## src/rtl/zaxdma_lfsr_master.sv

```systemverilog
// zaxdma_lfsr_master: AXI4 burst master that writes a 32-bit LFSR byte stream
// into a slave, or reads a burst back and checks it against the same stream.
// One burst per i_start; o_done pulses on completion and o_err is sticky.
module zaxdma_lfsr_master #(
  parameter int unsigned ADDRESS_WIDTH = 30,
  parameter int unsigned BUS_WIDTH     = 64,
  parameter int unsigned IW            = 1
) (
  input  logic                       i_clk,
  input  logic                       i_reset,
  // Command port
  input  logic                       i_start,
  input  logic                       i_dir,
  input  logic [ADDRESS_WIDTH-1:0]   i_addr,
  input  logic [7:0]                 i_len,
  input  logic [31:0]                i_seed,
  output logic                       o_busy,
  output logic                       o_done,
  output logic                       o_err,
  // Write address channel
  output logic                       M_AXI_AWVALID,
  input  logic                       M_AXI_AWREADY,
  output logic [IW-1:0]              M_AXI_AWID,
  output logic [ADDRESS_WIDTH-1:0]   M_AXI_AWADDR,
  output logic [7:0]                 M_AXI_AWLEN,
  output logic [2:0]                 M_AXI_AWSIZE,
  output logic [1:0]                 M_AXI_AWBURST,
  output logic                       M_AXI_AWLOCK,
  output logic [3:0]                 M_AXI_AWCACHE,
  output logic [2:0]                 M_AXI_AWPROT,
  output logic [3:0]                 M_AXI_AWQOS,
  // Write data channel
  output logic                       M_AXI_WVALID,
  input  logic                       M_AXI_WREADY,
  output logic [BUS_WIDTH-1:0]       M_AXI_WDATA,
  output logic [BUS_WIDTH/8-1:0]     M_AXI_WSTRB,
  output logic                       M_AXI_WLAST,
  // Write response channel
  input  logic                       M_AXI_BVALID,
  output logic                       M_AXI_BREADY,
  input  logic [IW-1:0]              M_AXI_BID,
  input  logic [1:0]                 M_AXI_BRESP,
  // Read address channel
  output logic                       M_AXI_ARVALID,
  input  logic                       M_AXI_ARREADY,
  output logic [IW-1:0]              M_AXI_ARID,
  output logic [ADDRESS_WIDTH-1:0]   M_AXI_ARADDR,
  output logic [7:0]                 M_AXI_ARLEN,
  output logic [2:0]                 M_AXI_ARSIZE,
  output logic [1:0]                 M_AXI_ARBURST,
  output logic                       M_AXI_ARLOCK,
  output logic [3:0]                 M_AXI_ARCACHE,
  output logic [2:0]                 M_AXI_ARPROT,
  output logic [3:0]                 M_AXI_ARQOS,
  // Read data channel
  input  logic                       M_AXI_RVALID,
  output logic                       M_AXI_RREADY,
  input  logic [IW-1:0]              M_AXI_RID,
  input  logic [BUS_WIDTH-1:0]       M_AXI_RDATA,
  input  logic                       M_AXI_RLAST,
  input  logic [1:0]                 M_AXI_RRESP
);

  localparam int unsigned NW   = BUS_WIDTH / 32;
  localparam int unsigned LSB  = $clog2(BUS_WIDTH / 8);
  localparam logic [31:0] POLY = 32'hc000_0000;

  typedef enum logic [2:0] {
    S_IDLE, S_WRITE, S_WRESP, S_RADDR, S_RDATA, S_DONE
  } state_t;

  state_t                     r_state, w_next;
  logic [ADDRESS_WIDTH-1:0]   r_addr;
  logic [7:0]                 r_len;
  logic [31:0]                r_lfsr;
  logic [8:0]                 r_beat;
  logic                       r_aw_done, r_w_done, r_b_done, r_err;

  logic [BUS_WIDTH-1:0]       w_beat;
  logic [31:0]                w_next_lfsr;
  logic [31:0]                w_tmp;
  logic                       w_last, w_aw_hs, w_w_hs, w_r_hs;
  logic                       w_aw_fin, w_w_fin, w_rd_bad;
  logic                       w_unused;

  function automatic logic [31:0] f_advance(input logic [31:0] s);
    logic [31:0] t;
    t = s;
    for (int unsigned i = 0; i < 32; i++)
      t = {t[30:0], ^(t & POLY)};
    return t;
  endfunction

  // Expand the current LFSR state into one bus beat and the state after it
  always_comb begin
    w_beat = '0;
    w_tmp  = r_lfsr;
    for (int unsigned k = 0; k < NW; k++) begin
      w_beat[32*k +: 32] = w_tmp;
      w_tmp = f_advance(w_tmp);
    end
    w_next_lfsr = w_tmp;
  end

  assign w_last   = (r_beat == {1'b0, r_len});
  assign w_aw_hs  = M_AXI_AWVALID && M_AXI_AWREADY;
  assign w_w_hs   = M_AXI_WVALID && M_AXI_WREADY;
  assign w_r_hs   = M_AXI_RVALID && M_AXI_RREADY;
  assign w_aw_fin = r_aw_done || w_aw_hs;
  assign w_w_fin  = r_w_done || (w_w_hs && w_last);
  assign w_rd_bad = (M_AXI_RDATA != w_beat) || (M_AXI_RRESP != 2'b00)
                 || (M_AXI_RLAST != w_last);
  assign w_unused = ^{M_AXI_BID, M_AXI_RID, i_addr[LSB-1:0]};

  // State register
  always_ff @(posedge i_clk) begin
    if (i_reset) r_state <= S_IDLE;
    else         r_state <= w_next;
  end

  // Next-state selection
  always_comb begin
    w_next = r_state;
    case (r_state)
      S_IDLE:  if (i_start) w_next = i_dir ? S_RADDR : S_WRITE;
      S_WRITE: if (w_aw_fin && w_w_fin) w_next = S_WRESP;
      // The response is registered first, so DONE follows one cycle later
      S_WRESP: if (r_b_done) w_next = S_DONE;
      S_RADDR: if (M_AXI_ARREADY) w_next = S_RDATA;
      S_RDATA: if (w_r_hs && w_last) w_next = S_DONE;
      S_DONE:  w_next = S_IDLE;
      default: w_next = S_IDLE;
    endcase
  end

  // Channel handshake and status outputs decoded from state
  always_comb begin
    o_busy        = (r_state != S_IDLE);
    o_done        = (r_state == S_DONE);
    M_AXI_AWVALID = (r_state == S_WRITE) && !r_aw_done;
    M_AXI_WVALID  = (r_state == S_WRITE) && !r_w_done;
    M_AXI_WLAST   = (r_state == S_WRITE) && w_last;
    M_AXI_BREADY  = (r_state == S_WRESP) && !r_b_done;
    M_AXI_ARVALID = (r_state == S_RADDR);
    M_AXI_RREADY  = (r_state == S_RDATA);
  end

  // Command capture, beat counting, LFSR stepping and error tracking
  always_ff @(posedge i_clk) begin
    if (i_reset) begin
      r_addr    <= '0;
      r_len     <= '0;
      r_lfsr    <= '0;
      r_beat    <= '0;
      r_aw_done <= 1'b0;
      r_w_done  <= 1'b0;
      r_b_done  <= 1'b0;
      r_err     <= 1'b0;
    end else begin
      case (r_state)
        S_IDLE: if (i_start) begin
          r_addr    <= {i_addr[ADDRESS_WIDTH-1:LSB], {LSB{1'b0}}};
          r_len     <= i_len;
          r_lfsr    <= i_seed;
          r_beat    <= '0;
          r_aw_done <= 1'b0;
          r_w_done  <= 1'b0;
          r_b_done  <= 1'b0;
          r_err     <= 1'b0;
        end
        S_WRITE: begin
          if (w_aw_hs) r_aw_done <= 1'b1;
          if (w_w_hs) begin
            r_lfsr <= w_next_lfsr;
            r_beat <= r_beat + 9'd1;
            if (w_last) r_w_done <= 1'b1;
          end
        end
        S_WRESP: if (M_AXI_BVALID && !r_b_done) begin
          r_b_done <= 1'b1;
          if (M_AXI_BRESP != 2'b00) r_err <= 1'b1;
        end
        S_RDATA: if (w_r_hs) begin
          r_lfsr <= w_next_lfsr;
          r_beat <= r_beat + 9'd1;
          if (w_rd_bad) r_err <= 1'b1;
        end
        default: ;
      endcase
    end
  end

  assign o_err         = r_err;

  assign M_AXI_AWID    = '0;
  assign M_AXI_AWADDR  = r_addr;
  assign M_AXI_AWLEN   = r_len;
  assign M_AXI_AWSIZE  = 3'(LSB);
  assign M_AXI_AWBURST = 2'b01;
  assign M_AXI_AWLOCK  = 1'b0;
  assign M_AXI_AWCACHE = '0;
  assign M_AXI_AWPROT  = '0;
  assign M_AXI_AWQOS   = '0;

  assign M_AXI_WDATA   = w_beat;
  assign M_AXI_WSTRB   = '1;

  assign M_AXI_ARID    = '0;
  assign M_AXI_ARADDR  = r_addr;
  assign M_AXI_ARLEN   = r_len;
  assign M_AXI_ARSIZE  = 3'(LSB);
  assign M_AXI_ARBURST = 2'b01;
  assign M_AXI_ARLOCK  = 1'b0;
  assign M_AXI_ARCACHE = '0;
  assign M_AXI_ARPROT  = '0;
  assign M_AXI_ARQOS   = '0;

endmodule

```

## config.mk

```make
export PLATFORM = sky130hd
export DESIGN_NAME = zaxdma_lfsr_master
export DESIGN_NICKNAME = d
export VERILOG_FILES = /design/src/rtl/zaxdma_lfsr_master.sv
export SDC_FILE = /design/constraint.sdc
export NUM_CORES = 1
export LEC_CHECK = 0
export BUFFER_PORTS_ARGS = -buffer_cell sky130_fd_sc_hd__buf_2
export CAP_MARGIN = 10
export CORE_AREA = 10 10 126 128
export DETAILED_ROUTE_END_ITERATION = 7
export DIE_AREA = 0 0 136 138
export GPL_TIMING_DRIVEN = 0
export PLACE_DENSITY = 0.79
export SLEW_MARGIN = 20
export SYNTH_ARGS = -nofsm -noshare
export SYNTH_HDL_FRONTEND = slang
export SYNTH_SLANG_ARGS = --single-unit
export TNS_END_PERCENT = 20
```

## constraint.sdc

```tcl
create_clock -name i_clk -period 4 [get_ports i_clk]
set_input_delay 0.4 -clock i_clk [delete_from_list [all_inputs] [get_ports i_clk]]
set_output_delay 0.4 -clock i_clk [all_outputs]
set_load 0.01 [all_outputs]
```

; Yosys cells after proc, flatten, opt, wreduce, memory -nomap -nowiden
; Cells that the tools add are included.
[classes]
addsub = 1
eq_ne = 20
mux = 28
reduce_logical = 97
[op_table]
columns = cell, count
row1 = XOR reduction 32 bit, 64
row2 = two-way mux 32 bit, 3
row3 = case mux 32 bit (3 select lines), 1
row4 = != test 64 bit, 1
row5 = two-way mux 9 bit, 3
row6 = case mux 9 bit (3 select lines), 1
row7 = two-way mux 3 bit, 5
row8 = case mux 3 bit (5 select lines), 1
row9 = != test 2 x 1 -> 1 bit (second input constant), 6
row10 = != test 2 bit (second input constant), 6
row11 = logical AND 1 bit, 11
row12 = adder 9 x 1 -> 9 bit (second input constant), 1
row13 = == test 9 x 8 -> 1 bit, 1
row14 = two-way mux 1 bit, 9
row15 = nonzero test 3 bit, 3
row16 = AND reduction 4 bit, 2
row17 = nonzero test 2 bit, 4
row18 = == test 3 x 2 -> 1 bit (second input constant), 2
row19 = == test 3 bit (second input constant), 2
row20 = case mux 1 bit (2 select lines), 3
row21 = AND reduction 3 bit, 2
row22 = AND reduction 6 bit, 1
row23 = AND reduction 5 bit, 1
row24 = logical OR 1 bit, 4
row25 = 7 further kinds, 9
[totals]
ff_bits = 83
input_bits = 150
elab_cells = 155

; Depth between registers and ports, before layout
; Gate-level depths: netlist of run 1.
[logic_depth]
word_depth = 8
ltp_mapped = 8
depth_no_buf = 8

; Worst setup path before layout of run 1
; Ideal clock, no wire load.
[synth_timing]
path_kind = register -> register
startpoint = reg r_lfsr[17]
endpoint = reg r_err (netlist: o_err)
arrival_time_ns = 1.920
required_time_ns = 3.873
slack_ns = 1.953
stages_incl_launch_ff = 8
n_path_buf = 1
synth_period_minus_slack_ns = 2.047
path_cell_list = dfxtp_1 > buf_2 > xor2_1 > xnor2_1 > nand4_1 > or4_1 > nor4_1 > a21oi_1
[synth_between]
elab_chain_cells = 6
elab_cells_between_ends = 7
classes_between = 2 x eq/ne / 5 x reduce/logical
[synth_lines]
columns = element, line_no
row1 = from (decl), 75  ; logic [31:0] r_lfsr;
row2 = from (signal assigned), 164  ; r_lfsr <= i_seed;
row3 = from (signal assigned), 174  ; r_lfsr <= w_next_lfsr;
row4 = from (signal assigned), 184  ; r_lfsr <= w_next_lfsr;
row5 = XOR reduction 32 bit, 90  ; t = {t[30:0], ^(t & POLY)};
row6 = named net M_AXI_WDATA[49], 35  ; output logic [BUS_WIDTH-1:0] M_AXI_WDATA,
row7 = != test 64 bit, 111  ; assign w_rd_bad = (M_AXI_RDATA != w_beat) || (M_AXI_RRESP != 2'b00)
row8 = logical OR 1 bit, 111
row9 = logical OR 1 bit, 112  ; || (M_AXI_RLAST != w_last);
row10 = != test 2 x 1 -> 1 bit (no line), -
row11 = AND reduction 6 bit (no line), -
row12 = to (signal assigned), 158  ; r_err <= 1'b0;
row13 = to (signal assigned), 169  ; r_err <= 1'b0;
row14 = to (signal assigned), 181  ; if (M_AXI_BRESP != 2'b00) r_err <= 1'b1;
row15 = to (decl), 77  ; logic r_aw_done, r_w_done, r_b_done, r_err;
; The timed path passes the listed nets, and every way through them passes these cells.
; A chain may end at the register's enable or synchronous reset.

; Worst setup path after layout of run 1
[layout_timing]
startpoint = reg r_lfsr[6]
endpoint = reg r_err (netlist: o_err)
[layout_between]
elab_chain_cells = 6
elab_cells_between_ends = 7
classes_between = 2 x eq/ne / 5 x reduce/logical
[layout_lines]
columns = element, line_no
row1 = XOR reduction 32 bit, 90
row2 = != test 64 bit (*), 111
row3 = logical OR 1 bit (*), 111
row4 = logical OR 1 bit (*), 112
row5 = != test 2 x 1 -> 1 bit (no line) (*), -
row6 = AND reduction 6 bit (no line) (*), -
; Every way passes the cells marked *; elsewhere a longest branch is shown, timed or not.

==> flow_metrics.tcl, run 1 <==
set metrics [dict create \
    cts_setup_buffers 0 \
    layout_min_cycle_time_ns 2.98 \
    wl_met3_mm 2.32 \
    postSynthRegisterBits 83 \
    syn-instance-count 737 \
    synth_mux_area_share_pct 0.533 \
    worst_slew_margin_rel_pct 40.5 \
    setup_viol 0 \
    hpwl_after_detailed_placement_mm 19.0 \
    synth_simple_gate_area_share_pct 16.4 \
    cts_buffers 9 \
    synth_top_area_share_pct 29.5 \
    synth_compound_area_share_pct 17.0 \
    antenna_found_initial 2 \
    largest_net_degree_at_the_start_of_global_routing 19 \
    syn2layout_area_growth_pct 38.2 \
    final.period_utilization_pct 74.4 \
    synth_commonest_cells "sky130_fd_sc_hd__buf_4 (87), sky130_fd_sc_hd__dfxtp_1 (83), sky130_fd_sc_hd__nand2_1 (83)" \
    met2_length_mm 11.3 \
    power.switching_fraction_pct 50.2 \
    routed-via-count 6244 \
    first_global_vias 6250 \
    layout-drive-gt1-share_pct 38.2 \
    path_class "reg -> reg" \
    critical_path.startpoint "r_lfsr[6]" \
    yosys.cell_count.top_type "sky130_fd_sc_hd__buf_4" \
    cts.reportedPaths.clkPinSlew_ns 0.07 \
    yosys.area_share.adder_pct 0.222 \
    clock_tree.htree_level_count 3 \
    clock_network_latency_to_the_later_pin_of_the_worst_skew_pair_ns 0.34 \
    grt_first_pass_wirelength_mm 34.4 \
    yosys.area.top_type "sky130_fd_sc_hd__dfxtp_1" \
    seq_power_share_pct 20.8 \
    max_cap_violations 0 \
    yosys.area_share.xor_xnor_pct 17.0 \
    floorplan.initialDensity_pct 41.7 \
    cts.hold.buffers_added 0 \
    chipWidth_um 136 \
    hold_slack_ns 0.290 \
    grtUsageTotal_pct 22.8 \
    total_power_mw 6.10 \
    synth-seq-area-share_pct 29.5 \
    drc 0 \
    timing.clock.skew_ns 0.00780 \
    required_ns 4.21 \
    ir_drop_uv 275 \
    clock_power_share_pct 13.8 \
    port-buffer-count 287 \
    first_iter_violations 456 \
    tightest_slew_ns 0.884 \
    ctsResizeCount 0 \
    post_synth_edffs 0 \
    m1WireLength_mm 8.73 \
    coreArea_um2 13500 \
    cts_tree "built" \
    power_density_nw_per_um2 785 \
    yosysWarnings 0 \
    syn-cell-area_um2 5630 \
    p_switching_mw 3.07 \
    path_max_fanout 7 \
    reg_to_reg_critical_path_startpoint "r_lfsr[6]" \
    proportion_of_register_bits_with_asynchronous_set_or_reset_after_synthesis_pct 0 \
    firstDrtPassIters 6 \
    die_area_um2 18800 \
    gp_routability_congestion 0.954 \
    finish.utilization_pct 57.6 \
    chipHeight_um 138 \
    p_leak_nw 3.95 \
    clock.fmax_mhz 336 \
    power_frac_comb_pct 65.4 \
    finalWirelength_mm 23.1 \
    synth_area_per_cell_um2 7.64 \
    row_count 43 \
    final-max-slew-violation-count 0 \
    overall_overflow_remaining_after_global_route 0 \
    rsz0062_at_grt "no" \
    timing.critical_path.to_type "flop" \
    cts_root_buf "sky130_fd_sc_hd__clkbuf_16" \
    synth_top_family_by_area "buffers and inverters" \
    hold_path.startpoint "i_addr[3]" \
    detail_route.vias_per_cell 4.92 \
    top_level_ports 343 \
    nets 1234 \
    detail_route.wl_per_cell_um 18.2 \
    number_of_different_library_cells_in_the_post_synthesis_netlist 48 \
    critical_path_launch_point_type "flop" \
    min_path_type "in -> reg" \
    status "finished clean" \
    yosys-top-cells-area "sky130_fd_sc_hd__dfxtp_1 (30%), sky130_fd_sc_hd__buf_4 (12%), sky130_fd_sc_hd__xor2_1 (8.7%)" \
    final_antenna_net_count 0 \
    hold_viol_final 0 \
    worst_ep_arrival_time_ns 3.19 \
    cts.sink_count 83 \
    top_layer_used "met4" \
    internal-power_mw 3.04 \
    setup-tns-final_ns 0 \
    synth-main-ff-cell "sky130_fd_sc_hd__dfxtp_1" \
    clockBufferDepth 2 \
]
-- metal layers --
metal / vias to the layer above / track usage [%]
li1: 3040 / -
met1: 2863 / 25.0
met2: 306 / 39.9
met3: 35 / 7.39
met4: 0 / 7.96
met5: - / 0
-- state kept, by name, indices dropped and copies added (netlist names) --
register and count:
o_err 1, M_AXI_ARLEN 8, r_state 3, r_w_done 1
r_aw_done 1, r_lfsr 32, r_b_done 1, M_AXI_ARADDR 27
r_beat 9
-- critical path: stages, from the launching register on --
cell and delay, ns:
sky130_fd_sc_hd__dfxtp_1 0.33, sky130_fd_sc_hd__clkbuf_1 0.39, sky130_fd_sc_hd__xor2_1 0.43, sky130_fd_sc_hd__xor2_1 0.17
sky130_fd_sc_hd__nor4_1 0.80, sky130_fd_sc_hd__nand4_1 0.24, sky130_fd_sc_hd__nor4_1 0.38, sky130_fd_sc_hd__a21oi_1 0.11
-- kinds of logic after synthesis --
family | after synthesis
muxes | 3
other | 2
DFF | 83
AOI/OAI and AO/OA | 158
adders and majority gates | 1
xor gates and xnor gates | 105
buffers and inverters | 187
and+or+nand+nor | 198
-- final cells by class --
cell class / instances / area [um2]
Tap cell: 180 / 225
Multi-Input combinational cell: 515 / 3060
Antenna cell: 2 / 5.00
Clock buffer: 9 / 225
Fill cell: 1333 / 5730
Inverter: 36 / 135
Timing Repair Buffer: 287 / 1440
Sequential cell: 83 / 1660
Clock inverter: 7 / 76.3
Buffer: 151 / 950
-- cells in the final DEF, fill, tap and decap left out, types with 4 or more instances in the layout --
cell / instances
sky130_fd_sc_hd__a21oi_1: 48
sky130_fd_sc_hd__a221oi_1: 30
sky130_fd_sc_hd__and2_1: 4
sky130_fd_sc_hd__buf_2: 302
sky130_fd_sc_hd__buf_4: 87
sky130_fd_sc_hd__buf_6: 5
sky130_fd_sc_hd__clkbuf_1: 43
sky130_fd_sc_hd__clkbuf_16: 9
sky130_fd_sc_hd__conb_1: 50
sky130_fd_sc_hd__dfxtp_1: 83
sky130_fd_sc_hd__inv_1: 35
sky130_fd_sc_hd__nand2_1: 83
sky130_fd_sc_hd__nand3_1: 36
sky130_fd_sc_hd__nand4_1: 16
sky130_fd_sc_hd__nor2_1: 29
sky130_fd_sc_hd__nor3_1: 6
sky130_fd_sc_hd__nor4_1: 8
sky130_fd_sc_hd__o211ai_1: 4
sky130_fd_sc_hd__o21ai_0: 25
sky130_fd_sc_hd__o21ai_1: 38
sky130_fd_sc_hd__xnor2_1: 47
sky130_fd_sc_hd__xor2_1: 56
-- path summary, 6_finish.rpt --
check	slack, ns	to	depth (start not counted)
min	0.29	M_AXI_ARADDR[3]	3
max	1.02	o_err	7
max reg2reg	1.02	o_err	7
min reg2reg	0.48	M_AXI_ARADDR[10]	2
-- stage by stage --
step                      setup slack (ns)  instance area (um2)  std cells
after detailed placement              1.08                 7470       1252
after CTS                             1.08                 7770       1268
final                                 1.02                 7780       1270
after global routing                 0.953                 7770       1269
after global placement                1.09                 7470       1252
after floorplan                       1.95                 5810        785
-- power by group through the flow --
stage	clock network (mW)	registers, mW	logic [mW]
detailed placement	0	1.28	3.98
CTS	0.855	1.27	3.99
finish	0.842	1.27	3.99
floorplan	0	1.35	2.44
global placement	0	1.28	3.94
global route	0.890	1.30	4.34
Note: power is estimated with default switching activity, not from simulation.
==> run 2, diff against run 1 <==
--- a/config.mk
+++ b/config.mk
@@ -7,11 +7,11 @@
 export LEC_CHECK = 0
 export BUFFER_PORTS_ARGS = -buffer_cell sky130_fd_sc_hd__buf_2
 export CAP_MARGIN = 10
-export CORE_AREA = 10 10 126 128
+export CORE_MARGIN = 10
+export CORE_UTILIZATION = 44
 export DETAILED_ROUTE_END_ITERATION = 7
-export DIE_AREA = 0 0 136 138
 export GPL_TIMING_DRIVEN = 0
-export PLACE_DENSITY = 0.79
+export PLACE_DENSITY = 0.82
 export SLEW_MARGIN = 20
 export SYNTH_ARGS = -nofsm -noshare
 export SYNTH_HDL_FRONTEND = slang
==> constraint.sdc (replaced) <==
create_clock -name i_clk -period 3 [get_ports i_clk]
set_input_delay 0.3 -clock i_clk [delete_from_list [all_inputs] [get_ports i_clk]]
set_output_delay 0.3 -clock i_clk [all_outputs]
set_load 0.01 [all_outputs]
==> run 2 against run 1 <==
Worst hold slack worse by 0.095 ns; critical endpoint unchanged; clock skew is 0.0020 ns higher; via count is 0.19% lower; largest cell class unchanged; non-clock buffer count stayed put; global-route usage is 0.91 points higher.
==> flow_metrics.tcl, run 2 (synthesized netlist as in run 1, its figures left out) <==
set metrics [dict create \
    cts.reportedPaths.clkPinSlew_ns 0.07 \
    final-max-slew-violation-count 0 \
    reg_to_reg_critical_path_startpoint "r_lfsr[6]" \
    ir_drop_uv 451 \
    chipHeight_um 133 \
    rsz0062_at_grt "no" \
    routed-via-count 6232 \
    clock_network_latency_to_the_later_pin_of_the_worst_skew_pair_ns 0.34 \
    fillerInstances 1128 \
    hold_path.startpoint "i_addr[21]" \
    antenna_found_initial 8 \
    ctsResizeCount 0 \
    row_count 41 \
    gp_routability_congestion 0.914 \
    clock_tree.htree_level_count 3 \
    final.period_utilization_pct 93.8 \
    grtUsageTotal_pct 23.7 \
    hold_slack_ns 0.195 \
    nets 1234 \
    worst_r2r_path_depth 7 \
    first_global_vias 6143 \
    cts.hold.buffers_added 0 \
    min_delay_path_depth 3 \
    setup-tns-final_ns 0 \
    finalWirelength_mm 22.5 \
    p_leak_nw 3.94 \
    drc 0 \
    cts.sink_count 83 \
    critical_path_launch_point_type "flop" \
    cts_buffers 9 \
    final_cell_count_without_fillers 1263 \
    syn2layout_area_growth_pct 38.0 \
    firstDrtPassIters 6 \
    power_frac_comb_pct 65.3 \
    finish.utilization_pct 61.8 \
    tightest_slew_ns 0.845 \
    min_path_type "in -> reg" \
    p_switching_mw 4.00 \
    worst_ep_arrival_time_ns 3.02 \
    timing.critical_path.to_type "flop" \
    top_level_ports 343 \
    stdcell_area_um2 7770 \
    clock_power_share_pct 14.0 \
    detail_route.wl_per_cell_um 17.8 \
    timing.clock.skew_ns 0.00982 \
    placed_cell_area_um2 7460 \
    die_area_um2 17700 \
    coreArea_um2 12600 \
    top_library_cells_by_usage_in_the_layout_fill_and_taps_aside "sky130_fd_sc_hd__buf_2 (302), sky130_fd_sc_hd__buf_4 (87), sky130_fd_sc_hd__dfxtp_1 (83), sky130_fd_sc_hd__nand2_1 (83), sky130_fd_sc_hd__xor2_1 (56)" \
    layout-drive-gt1-share_pct 38.2 \
    grt_first_pass_wirelength_mm 33.5 \
    reg2reg_slack_ns 0.19 \
    first_iter_violations 445 \
    hold_viol_final 0 \
    layout_min_cycle_time_ns 2.81 \
    total_power_mw 8.11 \
    floorplan.initialDensity_pct 44.8 \
    dp_cells 1244 \
    reg2reg_to "o_err" \
    port-buffer-count 287 \
    internal-power_mw 4.11 \
    largest_net_degree_at_the_start_of_global_routing 16 \
    cts_tree "built" \
    overall_overflow_remaining_after_global_route 0 \
    layout_commonest_cell "sky130_fd_sc_hd__buf_2" \
    power_density_nw_per_um2 1040 \
    chipWidth_um 133 \
    regMostFlops "r_lfsr" \
    status "finished clean" \
    cts_setup_buffers 0 \
    detailedPlace.worstSlack_ns 0.262 \
    largest_register_ffs 32 \
    hpwl_after_detailed_placement_mm 18.8 \
    path_class "reg -> reg" \
    detail_route.vias_per_cell 4.93 \
    cts_root_buf "sky130_fd_sc_hd__clkbuf_16" \
    clockBufferDepth 2 \
    max_cap_violations 0 \
    final_antenna_net_count 0 \
    seq_power_share_pct 20.8 \
    layout_setup_ws_ns 0.187 \
    setup_viol 0 \
    critical_path.startpoint "r_lfsr[6]" \
    path_max_fanout 7 \
    required_ns 3.21 \
    power.switching_fraction_pct 49.3 \
    worst_hold_end "M_AXI_ARADDR[21]" \
    worst_slew_margin_rel_pct 43.2 \
    clock.fmax_mhz 356 \
]
-- run 2: cell count changes in the layout (fill, tap and decap cells not counted), sizes merged --
cell and change:
clkinv -1, inv -2, diode +2, bufinv +1
clkinvlp +1
-- run 2: worst max-delay path by stage --
stage / endpoint / slack (ns) / cells past startpoint
final: o_err / 0.19 / 7
after global routing: o_err / 0.15 / 7
after CTS: o_err / 0.24 / 7
after detailed placement: o_err / 0.26 / 7
after global placement: o_err / 0.30 / 7
after floorplan: o_err / 0.95 / 7
-- run 2: power by group through the flow --
stage	clock network (mW)	registers [mW]	logic (mW)
2_1_floorplan	0	1.81	3.26
3_3_place_gp	0	1.69	5.21
3_5_place_dp	0	1.70	5.26
4_1_cts	1.15	1.68	5.29
5_1_grt	1.21	1.73	5.74
6_report	1.13	1.68	5.29
-- run 2: layout make-up --
type | count | area (um2) | area share (%)
multi-input cells | 515 | 3060 | 39.4
clock inverters | 6 | 72.6 | 0.934
diodes | 4 | 10.0 | 0.129
repair buffers | 287 | 1440 | 18.5
plain buffers | 151 | 950 | 12.2
inverters | 36 | 135 | 1.74
flip-flops and latches | 83 | 1660 | 21.4
well taps | 172 | 215 | 2.77
clock buffers | 9 | 225 | 2.90
-- run 2: per-layer routing --
layer	vias to the layer above	part of all wire (%)	track usage (%)
met5	-	0.14	0
met4	6	3.9	11.1
met3	51	11	10.2
met2	323	49	40.6
met1	2808	36	24.6
li1	3044	-	-
-- run 2: critical path, cell delays in order, from the launching register on --
cell                       delay, ns
sky130_fd_sc_hd__dfxtp_1        0.32
sky130_fd_sc_hd__clkbuf_1       0.38
sky130_fd_sc_hd__xor2_1         0.31
sky130_fd_sc_hd__xor2_1         0.20
sky130_fd_sc_hd__nor4_1         0.78
sky130_fd_sc_hd__nand4_1        0.20
sky130_fd_sc_hd__nor4_1         0.38
sky130_fd_sc_hd__a21oi_1        0.11
